[src/rtl/alu_seq_if.sv]
// alu_seq_if: start/IR inputs and datapath control strobes
// exchanged between the sequencer (master) and the datapath (slave).
interface alu_seq_if #(
  parameter int NUM_REGS = 16
);
  logic                start;
  logic [31:0]         ir;
  logic                busy;
  logic                done;
  logic                illegal;
  logic [NUM_REGS-1:0] reg_in;
  logic [NUM_REGS-1:0] reg_out;
  logic                pc_out;
  logic                pc_in;
  logic                inc_pc;
  logic                mar_in;
  logic                mdr_in;
  logic                mdr_out;
  logic                read;
  logic                ir_in;
  logic                y_in;
  logic                z_in;
  logic                zlow_out;
  logic                zhigh_out;
  logic                hi_in;
  logic                lo_in;
  logic [12:0]         alu_sel;

  modport master (
    input  start, ir,
    output busy, done, illegal, reg_in, reg_out,
    output pc_out, pc_in, inc_pc, mar_in, mdr_in,
    output mdr_out, read, ir_in, y_in, z_in,
    output zlow_out, zhigh_out, hi_in, lo_in, alu_sel
  );

  modport slave (
    output start, ir,
    input  busy, done, illegal, reg_in, reg_out,
    input  pc_out, pc_in, inc_pc, mar_in, mdr_in,
    input  mdr_out, read, ir_in, y_in, z_in,
    input  zlow_out, zhigh_out, hi_in, lo_in, alu_sel
  );
endinterface

[src/rtl/alu_instr_sequencer.sv]
// alu_instr_sequencer: T-state control unit for register-register ALU ops.
// `SEQ_SINGLE_STEP_EN adds step_en: non-IDLE/DONE states advance only when set.
module alu_instr_sequencer #(
  parameter int NUM_REGS         = 16,
  parameter int REG_SEL_W        = 4,
  parameter int MEM_WAIT         = 0,
  parameter int R0_WRITE_INHIBIT = 0
) (
  input logic       clk,
  input logic       reset,
`ifdef SEQ_SINGLE_STEP_EN
  input logic       step_en,
`endif
  alu_seq_if.master bus
);

  typedef enum logic [3:0] {
    S_IDLE, S_T0, S_T1, S_T2, S_T3,
    S_T4, S_T5, S_T6, S_DONE
  } state_t;

  typedef enum logic [1:0] {
    C_BIN, C_TWO, C_UN, C_ILL
  } cls_t;

  typedef struct packed {
    logic                busy;
    logic                done;
    logic                illegal;
    logic [NUM_REGS-1:0] reg_in;
    logic [NUM_REGS-1:0] reg_out;
    logic                pc_out;
    logic                pc_in;
    logic                inc_pc;
    logic                mar_in;
    logic                mdr_in;
    logic                mdr_out;
    logic                read;
    logic                ir_in;
    logic                y_in;
    logic                z_in;
    logic                zlow_out;
    logic                zhigh_out;
    logic                hi_in;
    logic                lo_in;
    logic [12:0]         alu_sel;
  } out_t;

  state_t               state_q, state_d;
  cls_t                 cls_q, cls_d, dec_cls;
  logic [12:0]          alu_q, alu_d, dec_alu;
  logic [REG_SEL_W-1:0] ra_q, ra_d, rb_q, rb_d, rc_q, rc_d;
  logic [REG_SEL_W-1:0] ir_ra, ir_rb, ir_rc;
  logic [3:0]           wait_q, wait_d;
  logic [4:0]           op;
  out_t                 out_q, out_d, out_v;
  logic                 adv;
  logic                 ir_unused;

  assign op        = bus.ir[31:27];
  assign ir_ra     = bus.ir[26 -: REG_SEL_W];
  assign ir_rb     = bus.ir[26-REG_SEL_W -: REG_SEL_W];
  assign ir_rc     = bus.ir[26-2*REG_SEL_W -: REG_SEL_W];
  assign ir_unused = ^bus.ir[26-3*REG_SEL_W:0];

`ifdef SEQ_SINGLE_STEP_EN
  assign adv = step_en || state_q == S_IDLE
            || state_q == S_DONE;
`else
  assign adv = 1'b1;
`endif

  function automatic logic [NUM_REGS-1:0] oh(
    input logic [REG_SEL_W-1:0] r
  );
    return NUM_REGS'(1) << r;
  endfunction

  always_comb begin
    dec_cls = C_ILL;
    dec_alu = '0;
    case (op)
      5'b00011: begin dec_cls = C_BIN; dec_alu[2]  = 1'b1; end
      5'b00100: begin dec_cls = C_BIN; dec_alu[3]  = 1'b1; end
      5'b00101: begin dec_cls = C_BIN; dec_alu[0]  = 1'b1; end
      5'b00110: begin dec_cls = C_BIN; dec_alu[1]  = 1'b1; end
      5'b00111: begin dec_cls = C_BIN; dec_alu[6]  = 1'b1; end
      5'b01000: begin dec_cls = C_BIN; dec_alu[7]  = 1'b1; end
      5'b01001: begin dec_cls = C_BIN; dec_alu[8]  = 1'b1; end
      5'b01010: begin dec_cls = C_BIN; dec_alu[9]  = 1'b1; end
      5'b01011: begin dec_cls = C_BIN; dec_alu[10] = 1'b1; end
      5'b01111: begin dec_cls = C_TWO; dec_alu[4]  = 1'b1; end
      5'b10000: begin dec_cls = C_TWO; dec_alu[5]  = 1'b1; end
      5'b10001: begin dec_cls = C_UN;  dec_alu[11] = 1'b1; end
      5'b10010: begin dec_cls = C_UN;  dec_alu[12] = 1'b1; end
      default:  dec_cls = C_ILL;
    endcase
    // fields naming a register that doesn't exist make the op illegal
    if (int'(ir_ra) >= NUM_REGS || int'(ir_rb) >= NUM_REGS
        || (dec_cls == C_BIN && int'(ir_rc) >= NUM_REGS))
      dec_cls = C_ILL;
  end

  always_comb begin
    state_d = state_q;
    wait_d  = wait_q;
    cls_d   = cls_q;
    alu_d   = alu_q;
    ra_d    = ra_q;
    rb_d    = rb_q;
    rc_d    = rc_q;
    if (adv) begin
      case (state_q)
        S_IDLE: if (bus.start) state_d = S_T0;
        S_T0: begin
          state_d = S_T1;
          wait_d  = 4'(MEM_WAIT);
        end
        S_T1: begin
          if (wait_q == '0) state_d = S_T2;
          else              wait_d  = wait_q - 4'd1;
        end
        S_T2: begin
          state_d = S_T3;
          cls_d   = dec_cls;
          alu_d   = dec_alu;
          ra_d    = ir_ra;
          rb_d    = ir_rb;
          rc_d    = ir_rc;
        end
        S_T3: begin
          case (cls_q)
            C_UN:    state_d = S_T5;
            C_ILL:   state_d = S_DONE;
            default: state_d = S_T4;
          endcase
        end
        S_T4:   state_d = S_T5;
        S_T5:   state_d = (cls_q == C_TWO) ? S_T6 : S_DONE;
        S_T6:   state_d = S_DONE;
        S_DONE: state_d = S_IDLE;
        default: state_d = S_IDLE;
      endcase
    end
  end

  // outputs are decoded from the next state so they register with it
  always_comb begin
    out_d = '0;
    if (!adv) begin
      out_d = out_q;
    end else begin
      out_d.busy = state_d != S_IDLE && state_d != S_DONE;
      case (state_d)
        S_T0: begin
          out_d.pc_out = 1'b1;
          out_d.mar_in = 1'b1;
          out_d.inc_pc = 1'b1;
          out_d.z_in   = 1'b1;
        end
        S_T1: begin
          out_d.zlow_out = 1'b1;
          out_d.read     = 1'b1;
          out_d.mdr_in   = 1'b1;
          out_d.pc_in    = state_q != S_T1;
        end
        S_T2: begin
          out_d.mdr_out = 1'b1;
          out_d.ir_in   = 1'b1;
        end
        S_T3: begin
          case (cls_d)
            C_BIN: begin
              out_d.reg_out = oh(rb_d);
              out_d.y_in    = 1'b1;
            end
            C_TWO: begin
              out_d.reg_out = oh(ra_d);
              out_d.y_in    = 1'b1;
            end
            C_UN: begin
              out_d.reg_out = oh(rb_d);
              out_d.alu_sel = alu_d;
              out_d.z_in    = 1'b1;
            end
            default: ;
          endcase
        end
        S_T4: begin
          out_d.reg_out = oh(cls_d == C_TWO ? rb_d : rc_d);
          out_d.alu_sel = alu_d;
          out_d.z_in    = 1'b1;
        end
        S_T5: begin
          out_d.zlow_out = 1'b1;
          if (cls_d == C_TWO)
            out_d.lo_in = 1'b1;
          else if (!(R0_WRITE_INHIBIT != 0 && ra_d == '0))
            out_d.reg_in = oh(ra_d);
        end
        S_T6: begin
          out_d.zhigh_out = 1'b1;
          out_d.hi_in     = 1'b1;
        end
        S_DONE: begin
          out_d.done    = 1'b1;
          out_d.illegal = cls_d == C_ILL;
        end
        default: ;
      endcase
    end
  end

  always_comb begin
    out_v = out_q;
`ifdef SEQ_SINGLE_STEP_EN
    if (!adv) begin
      out_v      = '0;
      out_v.busy = out_q.busy;
    end
`endif
  end

  always_ff @(posedge clk) begin
    if (reset) begin
      state_q <= S_IDLE;
      wait_q  <= '0;
      cls_q   <= C_ILL;
      alu_q   <= '0;
      ra_q    <= '0;
      rb_q    <= '0;
      rc_q    <= '0;
      out_q   <= '0;
    end else begin
      state_q <= state_d;
      wait_q  <= wait_d;
      cls_q   <= cls_d;
      alu_q   <= alu_d;
      ra_q    <= ra_d;
      rb_q    <= rb_d;
      rc_q    <= rc_d;
      out_q   <= out_d;
    end
  end

  assign bus.busy      = out_v.busy;
  assign bus.done      = out_v.done;
  assign bus.illegal   = out_v.illegal;
  assign bus.reg_in    = out_v.reg_in;
  assign bus.reg_out   = out_v.reg_out;
  assign bus.pc_out    = out_v.pc_out;
  assign bus.pc_in     = out_v.pc_in;
  assign bus.inc_pc    = out_v.inc_pc;
  assign bus.mar_in    = out_v.mar_in;
  assign bus.mdr_in    = out_v.mdr_in;
  assign bus.mdr_out   = out_v.mdr_out;
  assign bus.read      = out_v.read;
  assign bus.ir_in     = out_v.ir_in;
  assign bus.y_in      = out_v.y_in;
  assign bus.z_in      = out_v.z_in;
  assign bus.zlow_out  = out_v.zlow_out;
  assign bus.zhigh_out = out_v.zhigh_out;
  assign bus.hi_in     = out_v.hi_in;
  assign bus.lo_in     = out_v.lo_in;
  assign bus.alu_sel   = out_v.alu_sel;

endmodule

[src/flat_wrapper.sv]
// flat-port wrapper written by rule: the top's interface ports become plain ports
module alu_instr_sequencer_flat 
#(
  parameter int NUM_REGS         = 16,
  parameter int REG_SEL_W        = 4,
  parameter int MEM_WAIT         = 0,
  parameter int R0_WRITE_INHIBIT = 0
)
  (clk, reset, bus_start, bus_ir, bus_busy, bus_done, bus_illegal, bus_reg_in, bus_reg_out, bus_pc_out, bus_pc_in, bus_inc_pc, bus_mar_in, bus_mdr_in, bus_mdr_out, bus_read, bus_ir_in, bus_y_in, bus_z_in, bus_zlow_out, bus_zhigh_out, bus_hi_in, bus_lo_in, bus_alu_sel);
  alu_seq_if #(.NUM_REGS(NUM_REGS)) bus_i ();
  input logic clk;
  input logic reset;
  input wire logic [$bits(bus_i.start)-1:0] bus_start;
  input wire logic [$bits(bus_i.ir)-1:0] bus_ir;
  output wire logic [$bits(bus_i.busy)-1:0] bus_busy;
  output wire logic [$bits(bus_i.done)-1:0] bus_done;
  output wire logic [$bits(bus_i.illegal)-1:0] bus_illegal;
  output wire logic [$bits(bus_i.reg_in)-1:0] bus_reg_in;
  output wire logic [$bits(bus_i.reg_out)-1:0] bus_reg_out;
  output wire logic [$bits(bus_i.pc_out)-1:0] bus_pc_out;
  output wire logic [$bits(bus_i.pc_in)-1:0] bus_pc_in;
  output wire logic [$bits(bus_i.inc_pc)-1:0] bus_inc_pc;
  output wire logic [$bits(bus_i.mar_in)-1:0] bus_mar_in;
  output wire logic [$bits(bus_i.mdr_in)-1:0] bus_mdr_in;
  output wire logic [$bits(bus_i.mdr_out)-1:0] bus_mdr_out;
  output wire logic [$bits(bus_i.read)-1:0] bus_read;
  output wire logic [$bits(bus_i.ir_in)-1:0] bus_ir_in;
  output wire logic [$bits(bus_i.y_in)-1:0] bus_y_in;
  output wire logic [$bits(bus_i.z_in)-1:0] bus_z_in;
  output wire logic [$bits(bus_i.zlow_out)-1:0] bus_zlow_out;
  output wire logic [$bits(bus_i.zhigh_out)-1:0] bus_zhigh_out;
  output wire logic [$bits(bus_i.hi_in)-1:0] bus_hi_in;
  output wire logic [$bits(bus_i.lo_in)-1:0] bus_lo_in;
  output wire logic [$bits(bus_i.alu_sel)-1:0] bus_alu_sel;
  assign bus_i.start = bus_start;
  assign bus_i.ir = bus_ir;
  assign bus_busy = bus_i.busy;
  assign bus_done = bus_i.done;
  assign bus_illegal = bus_i.illegal;
  assign bus_reg_in = bus_i.reg_in;
  assign bus_reg_out = bus_i.reg_out;
  assign bus_pc_out = bus_i.pc_out;
  assign bus_pc_in = bus_i.pc_in;
  assign bus_inc_pc = bus_i.inc_pc;
  assign bus_mar_in = bus_i.mar_in;
  assign bus_mdr_in = bus_i.mdr_in;
  assign bus_mdr_out = bus_i.mdr_out;
  assign bus_read = bus_i.read;
  assign bus_ir_in = bus_i.ir_in;
  assign bus_y_in = bus_i.y_in;
  assign bus_z_in = bus_i.z_in;
  assign bus_zlow_out = bus_i.zlow_out;
  assign bus_zhigh_out = bus_i.zhigh_out;
  assign bus_hi_in = bus_i.hi_in;
  assign bus_lo_in = bus_i.lo_in;
  assign bus_alu_sel = bus_i.alu_sel;
  alu_instr_sequencer #(.NUM_REGS(NUM_REGS), .REG_SEL_W(REG_SEL_W), .MEM_WAIT(MEM_WAIT), .R0_WRITE_INHIBIT(R0_WRITE_INHIBIT)) u_core (.clk(clk), .reset(reset), .bus(bus_i));
endmodule
[config.mk]
export PLATFORM = sky130hd
export DESIGN_NAME = alu_instr_sequencer_flat
export DESIGN_NICKNAME = d
export VERILOG_FILES = /design/src/rtl/alu_seq_if.sv /design/src/rtl/alu_instr_sequencer.sv /design/src/flat_wrapper.sv
export SDC_FILE = /design/constraint.sdc
export NUM_CORES = 1
export LEC_CHECK = 0
export CAP_MARGIN = 5
export CORE_ASPECT_RATIO = 0.6
export CORE_MARGIN = 5
export CORE_UTILIZATION = 25
export CTS_CLUSTER_SIZE = 28
export DETAILED_ROUTE_END_ITERATION = 7
export GPL_ROUTABILITY_DRIVEN = 0
export MAX_ROUTING_LAYER = met4
export SLEW_MARGIN = 10
export SYNTH_ARGS = -nofsm -noshare
export SYNTH_HDL_FRONTEND = slang
export SYNTH_SLANG_ARGS = --single-unit
[constraint.sdc]
create_clock -name clk -period 2.26 [get_ports clk]
set_input_delay 0.678 -clock clk [delete_from_list [all_inputs] [get_ports clk]]
set_output_delay 0.678 -clock clk [all_outputs]
set_load 0.005 [all_outputs]
==> results.sh, run 1 <==
export IMPL_slowest_delay_ns=0.35
export IMPL_grt_max_degree=22
export IMPL_yosysSeqAreaShare_pct=46.57
export IMPL_startpoint="bus_ir[31]"
export IMPL_synth_edff_count=0
export IMPL_cts_sinks=92
export IMPL_critPathCapture="u_core.bus.reg_in[1]"
export IMPL_rr_startpoint="u_core.state_q[3]"
export IMPL_fin_util_pct=37.14
export IMPL_numCtsBuffers=9
export IMPL_cts_root_buffer="clkbuf_16"
export IMPL_die_w_um=172.4
export IMPL_gr_total_overflow=0
export IMPL_endpoint_kind="flip-flop"
export IMPL_initial_utilization_pct=25.66
export IMPL_status="complete, no violations"
export IMPL_wl_met1_um=5771
export IMPL_hpwlAfterDp_um=9236
export IMPL_peakVddDrop_uv=360.6
export IMPL_via_count=3831
export IMPL_synth_flop_cell="dfxtp_1"
export IMPL_core_area_mm2=0.01541
export IMPL_path_delay_family="simple AND/OR/NAND/NOR gates"
export IMPL_fin_crit_sh_pct=94.50
export IMPL_setup_tns_ns=0
export IMPL_hold_path_class="flip-flop to flip-flop"
export IMPL_grt_pass1_vias=3610
export IMPL_antenna_found_initial=0
export IMPL_syn_area_mm2=0.003955
export IMPL_vias_per_cell=4.931
export IMPL_drtAntennaViolNets=0
export IMPL_skew_ns=0.01206
export IMPL_cts_tree="built"
export IMPL_path_depth=7
export IMPL_slew_viol_final=0
export IMPL_insertion_delay_ns=0.34
export IMPL_die_y_um=107.4
export IMPL_reg2reg_depth=6
export IMPL_wirelength_um=12190
export IMPL_final_area_mm2=0.005725
export IMPL_synth_nets=489
export IMPL_grt_usage_pct=13.35
export IMPL_cp_data_required_time_ns=2.53
export IMPL_grt_pass1_wl_um=18900
export IMPL_rows=35
export IMPL_r2r_end="u_core.bus.reg_out[5]"
export IMPL_hold_violations=0
export IMPL_slowest_stage="or3_1"
export IMPL_cts_path_max_buffers=2
export IMPL_route_met3_wl_um=1087
export IMPL_ys_types=54
export IMPL_syn_avg_cell_area_um2=8.750
export IMPL_wl_met2_um=5202
export IMPL_postSynth_asyncResetShare_pct=0
export IMPL_yosys_register_bits=92
export IMPL_top_layer_used="met4"
export IMPL_crit_type="primary input to flip-flop"
export IMPL_n_antenna_cell=0
export IMPL_power_leakage_nw=2.062
export IMPL_holdWs_ns=0.4650
export IMPL_portBuffers=81
export IMPL_cts_setup_buffers=0
export IMPL_syn_instance_count=452
export IMPL_placed_area_mm2=0.005325
export IMPL_fin_crit_ns=2.136
export IMPL_critPathBufInv=2
export IMPL_synth_common_cells="92 x dfxtp_1, 41 x nor2_1, 37 x nand2_1"
export IMPL_ios=97
export IMPL_syn_to_final_growth_pct=44.76
export IMPL_arrival_ns=2.40
export IMPL_wl_per_cell_um=15.69
export IMPL_drt_iter0_drc=241
export IMPL_synth_most_common_cell="dfxtp_1"
export IMPL_setup_viol=0
export IMPL_yosys_warnings=0
export IMPL_htreeDepth=3
export IMPL_synth_top_area_share_pct=46.57
export IMPL_tightestPinTransition_ns=0.9209
export IMPL_path_cells="dlygate4sd2_1 > and3b_2 > a32oi_4 > o21ai_4 > or3_1 > buf_6 > nor3_1"
export IMPL_start_kind="primary input"
export IMPL_finalPower_mw=3.874
export IMPL_drc=0
export IMPL_nets=606
export IMPL_power_density_mw_per_mm2=676.6
export IMPL_first_pass_iters=5
export IMPL_nFillCells=1547
export IMPL_synth_top_area_cell="dfxtp_1"
export IMPL_clock_fmax_mhz=468.2
export IMPL_post_route_cells_drive_above_1_share_pct=16.55
export IMPL_worstPathMaxFanout=16
export IMPL_cts_clk_slew_worst_paths_ns=0.07
export IMPL_dieArea_mm2=0.01852
export IMPL_slew_headroom_pct=37.83
export IMPL_cap_violations=0
export IMPL_synth_area_leaders="dfxtp_1 47%, nor2_1 3.9%, nor3_1 3.8%"
export IMPL_r2r_slack_ns=0.15
[routing by layer]
metal	vias up	track usage, %
li1	1829	-
met1	1809	17.98
met2	177	18.90
met3	16	4.917
met4	0	3.421
met5	-	-
[power breakdown]
group | switching, mW | total (mW) | internal (mW)
combinational | 0.279 | 0.538 | 0.259
clock | 0.652 | 1.63 | 0.980
sequential | 0.0402 | 1.70 | 1.66
[cells by family after synthesis]
logic type	after synthesis	share of synthesized area, %
xor gates and xnor gates	3	0.6645
adders and majority gates	2	0.6326
AOI/OAI and AO/OA	94	16.80
buffers and inverters	43	5.473
DFF	92	46.57
and+or+nand+nor	209	27.52
muxes	9	2.341
[flip-flops by register name, indices dropped and copies added, names as in the netlist, 2 cells and up]
name	flops
u_core.bus.reg_in	16
u_core.rb_q	4
u_core.alu_q	13
u_core.rc_q	4
u_core.cls_q	2
u_core.ra_q	4
u_core.bus.reg_out	16
u_core.bus.alu_sel	13
u_core.state_q	4
u_core.wait_q	4
[worst register-to-register path: stages (launching register included)]
cell and delay, ns:
dfxtp_1 0.43, nor4bb_4 0.34, buf_4 0.23, mux2i_1 0.35
o21ba_2 0.21, a21oi_1 0.25, o221ai_1 0.17
[metrics by stage]
step | worst slack [ns] | cells
2_1_floorplan | 0.01393 | 452
3_3_place_gp | -0.3701 | 761
3_5_place_dp | -0.4258 | 761
4_1_cts | 0.05538 | 777
5_1_grt | -0.01822 | 777
6_report | 0.1243 | 777
[cell usage in the layout (no fill, tap or decap), types with 9 or more instances in the layout]
master           netlist  routed
dfxtp_1               92      90
clkdlybuf4s50_1        0      76
buf_4                  6      52
nor2_1                41      41
nand2_1               37      37
nand3_1               28      28
nor3_1                30      25
a21oi_1               25      24
and2_1                17      17
inv_1                 12      12
nand3b_1              12      12
o211ai_1              10      10
o21ai_0               10      10
a22oi_1                9       9
clkbuf_16              0       9
[how the worst min path moves through the flow]
stage | from | end | slack, ns | cells past startpoint
4_1_cts | u_core.alu_q[2] | u_core.alu_q[2] | 0.46 | 2
6_report | u_core.alu_q[2] | u_core.alu_q[2] | 0.46 | 2
5_1_grt | u_core.alu_q[2] | u_core.alu_q[2] | 0.50 | 2
3_5_place_dp | u_core.alu_q[2] | u_core.alu_q[2] | 0.46 | 2
3_3_place_gp | u_core.alu_q[2] | u_core.alu_q[2] | 0.45 | 2
2_1_floorplan | u_core.alu_q[2] | u_core.alu_q[2] | 0.43 | 2
[timing repair]
item | 4_1_cts | 5_1_grt
pin swaps | 3 | 3
endpoints found under the setup margin | 18 | 29
hold buffers | 0 | 0
gates resized for setup | 5 | 17
[layout make-up]
type / instances / area [um^2] / area share, %
clock buffers: 10 / 229.0 / 3.999
clock inverters: 6 / 93.84 / 1.639
inverters: 12 / 45.04 / 0.7867
well taps: 203 / 254.0 / 4.436
repair buffers: 137 / 1265 / 22.09
flip-flops and latches: 92 / 1844 / 32.21
multi-input cells: 317 / 1994 / 34.83
No activity file was read; power rests on OpenSTA's default activity.
==> run 2, diff against run 1 <==
--- a/config.mk
+++ b/config.mk
@@ -6,7 +6,6 @@
 export NUM_CORES = 1
 export LEC_CHECK = 0
 export CAP_MARGIN = 5
-export CORE_ASPECT_RATIO = 0.6
 export CORE_MARGIN = 5
 export CORE_UTILIZATION = 25
 export CTS_CLUSTER_SIZE = 28
==> run 2 against run 1 <==
Core utilization rose by 0.22 points. Worst hold slack improved by 0.00069 ns. Clock power shrank 11%.
==> results.sh, run 2 (synthesis gave the netlist of run 1 again) <==
export IMPL_first_pass_iters=5
export IMPL_arrival_ns=2.45
export IMPL_endpoint_kind="flip-flop"
export IMPL_tightestPinTransition_ns=0.9149
export IMPL_clock_fmax_mhz=458.5
export IMPL_crit_type="primary input to flip-flop"
export IMPL_multi_input_area_mm2=0.002021
export IMPL_rr_startpoint="u_core.state_q[0]"
export IMPL_hold_violations=0
export IMPL_antenna_found_initial=0
export IMPL_r2r_slack_ns=0.18
export IMPL_placed_area_mm2=0.005456
export IMPL_insertion_delay_ns=0.35
export IMPL_rsz0062_at_grt="no"
export IMPL_grt_pass1_vias=3760
export IMPL_cts_path_max_buffers=2
export IMPL_syn_to_final_growth_pct=48.43
export IMPL_nFillCells=1565
export IMPL_cp_data_required_time_ns=2.53
export IMPL_slew_headroom_pct=38.23
export IMPL_start_kind="primary input"
export IMPL_drt_iter0_drc=243
export IMPL_drtAntennaViolNets=0
export IMPL_holdWs_ns=0.4657
export IMPL_peakVddDrop_uv=297.4
export IMPL_wl_per_cell_um=14.02
export IMPL_n_antenna_cell=0
export IMPL_cts_clk_slew_worst_paths_ns=0.07
export IMPL_wirelength_um=11330
export IMPL_initial_utilization_pct=25.17
export IMPL_hpwlAfterDp_um=8899
export IMPL_fin_crit_ns=2.181
export IMPL_gr_total_overflow=0
export IMPL_core_area_mm2=0.01571
export IMPL_post_route_cells_drive_above_1_share_pct=19.93
export IMPL_vias_per_cell=4.703
export IMPL_power_density_mw_per_mm2=633.9
export IMPL_slew_viol_final=0
export IMPL_cts_sinks=92
export IMPL_status="complete, no violations"
export IMPL_hold_path_class="flip-flop to flip-flop"
export IMPL_final_common_cell="dfxtp_1"
export IMPL_cts_tree="built"
export IMPL_final_area_mm2=0.005871
export IMPL_timing_hold_worst_endpoint="u_core.alu_q[2]"
export IMPL_ff_latch_area_mm2=0.001843
export IMPL_worstPathMaxFanout=16
export IMPL_fin_util_pct=37.36
export IMPL_setup_viol=0
export IMPL_skew_ns=0.009593
export IMPL_numCtsBuffers=9
export IMPL_setup_tns_ns=0
export IMPL_r2r_end="u_core.bus.reg_in[8]"
export IMPL_final_cell_mix="91 x dfxtp_1, 76 x clkdlybuf4s50_1, 72 x buf_4"
export IMPL_min_from="u_core.alu_q[2]"
export IMPL_portBuffers=81
export IMPL_reg2reg_depth=8
export IMPL_ios=97
export IMPL_grt_pass1_wl_um=18320
export IMPL_grt_usage_pct=12.68
export IMPL_drc=0
export IMPL_via_count=3800
export IMPL_cts_root_buffer="clkbuf_16"
export IMPL_nets=624
export IMPL_dieArea_mm2=0.01844
export IMPL_htreeDepth=3
export IMPL_die_w_um=135.8
export IMPL_power_leakage_nw=2.167
export IMPL_rows=46
export IMPL_fin_crit_sh_pct=96.50
export IMPL_die_y_um=135.8
export IMPL_hold_depth=2
export IMPL_cap_violations=0
export IMPL_grt_max_degree=20
[run 2: changes by cell type in the layout (fill, tap and decap cells not counted), sizes merged, moves of 2 or more]
cell,before,now
clkinv,1,3
dlygate4sd2,3,0
buf,56,74
inv,14,16
dlymetal6s2s,2,5
bufinv,2,0
[run 2: layer usage]
layer,wire length [um],vias to the layer above,track usage (%)
li1,-,1876,-
met1,5004,1779,14.93
met2,5451,118,20.30
met3,598,27,3.120
met4,270,0,6.159
met5,0,-,-
[run 2: power by group]
group | internal [mW] | leakage, nW | total [mW] | switching (mW)
clock | 0.774 | 0.145 | 1.45 | 0.674
sequential | 1.66 | 0.743 | 1.70 | 0.0384
combinational | 0.287 | 1.28 | 0.571 | 0.284
[run 2: worst max path at each step]
| stage | start | end | slack [ns] | depth (start not counted) |
|---|---|---|---|---|
| after global placement | bus_ir[28] | u_core.bus.reg_out[2] | -0.36 | 7 |
| final | bus_start | u_core.bus.reg_in[8] | 0.08 | 8 |
| after global routing | bus_start | u_core.bus.reg_in[12] | 0.004 | 8 |
| after floorplan | bus_ir[31] | u_core.bus.reg_in[13] | 0.01 | 8 |
| after CTS | bus_ir[28] | u_core.bus.reg_out[11] | 0.002 | 7 |
| after detailed placement | bus_ir[28] | u_core.bus.reg_out[5] | -0.41 | 8 |
[run 2: metrics by stage]
stage / worst slack [ns] / power, mW / std cells
floorplan: 0.01393 / 2.022 / 452
global placement: -0.3568 / 2.268 / 791
detailed placement: -0.4110 / 2.284 / 791
CTS: 0.002298 / 3.747 / 807
global route: 0.003924 / 3.892 / 808
finish: 0.07901 / 3.722 / 808
[run 2: what timing repair did]
item	CTS	global route
hold buffers	0	0
resized for setup	2	25
setup endpoints to repair	7	32
pin swaps	1	4
buffers inserted	0	1
[run 2: critical path, cell delays in order]
cell and delay, ns:
clkdlybuf4s50_1 0.44, nor2b_1 0.14, o21ai_1 0.16, o31a_1 0.20, nand2_2 0.07, or3_4 0.40
buf_8 0.16, nor3_1 0.20
[run 2: layout make-up]
type	count	area share [%]
tap	216	4.604
multi-input combinational	317	34.42
inverter	12	0.7673
sequential	92	31.39
clock buffer	9	3.836
clock inverter	7	1.151
timing repair buffer	155	23.83
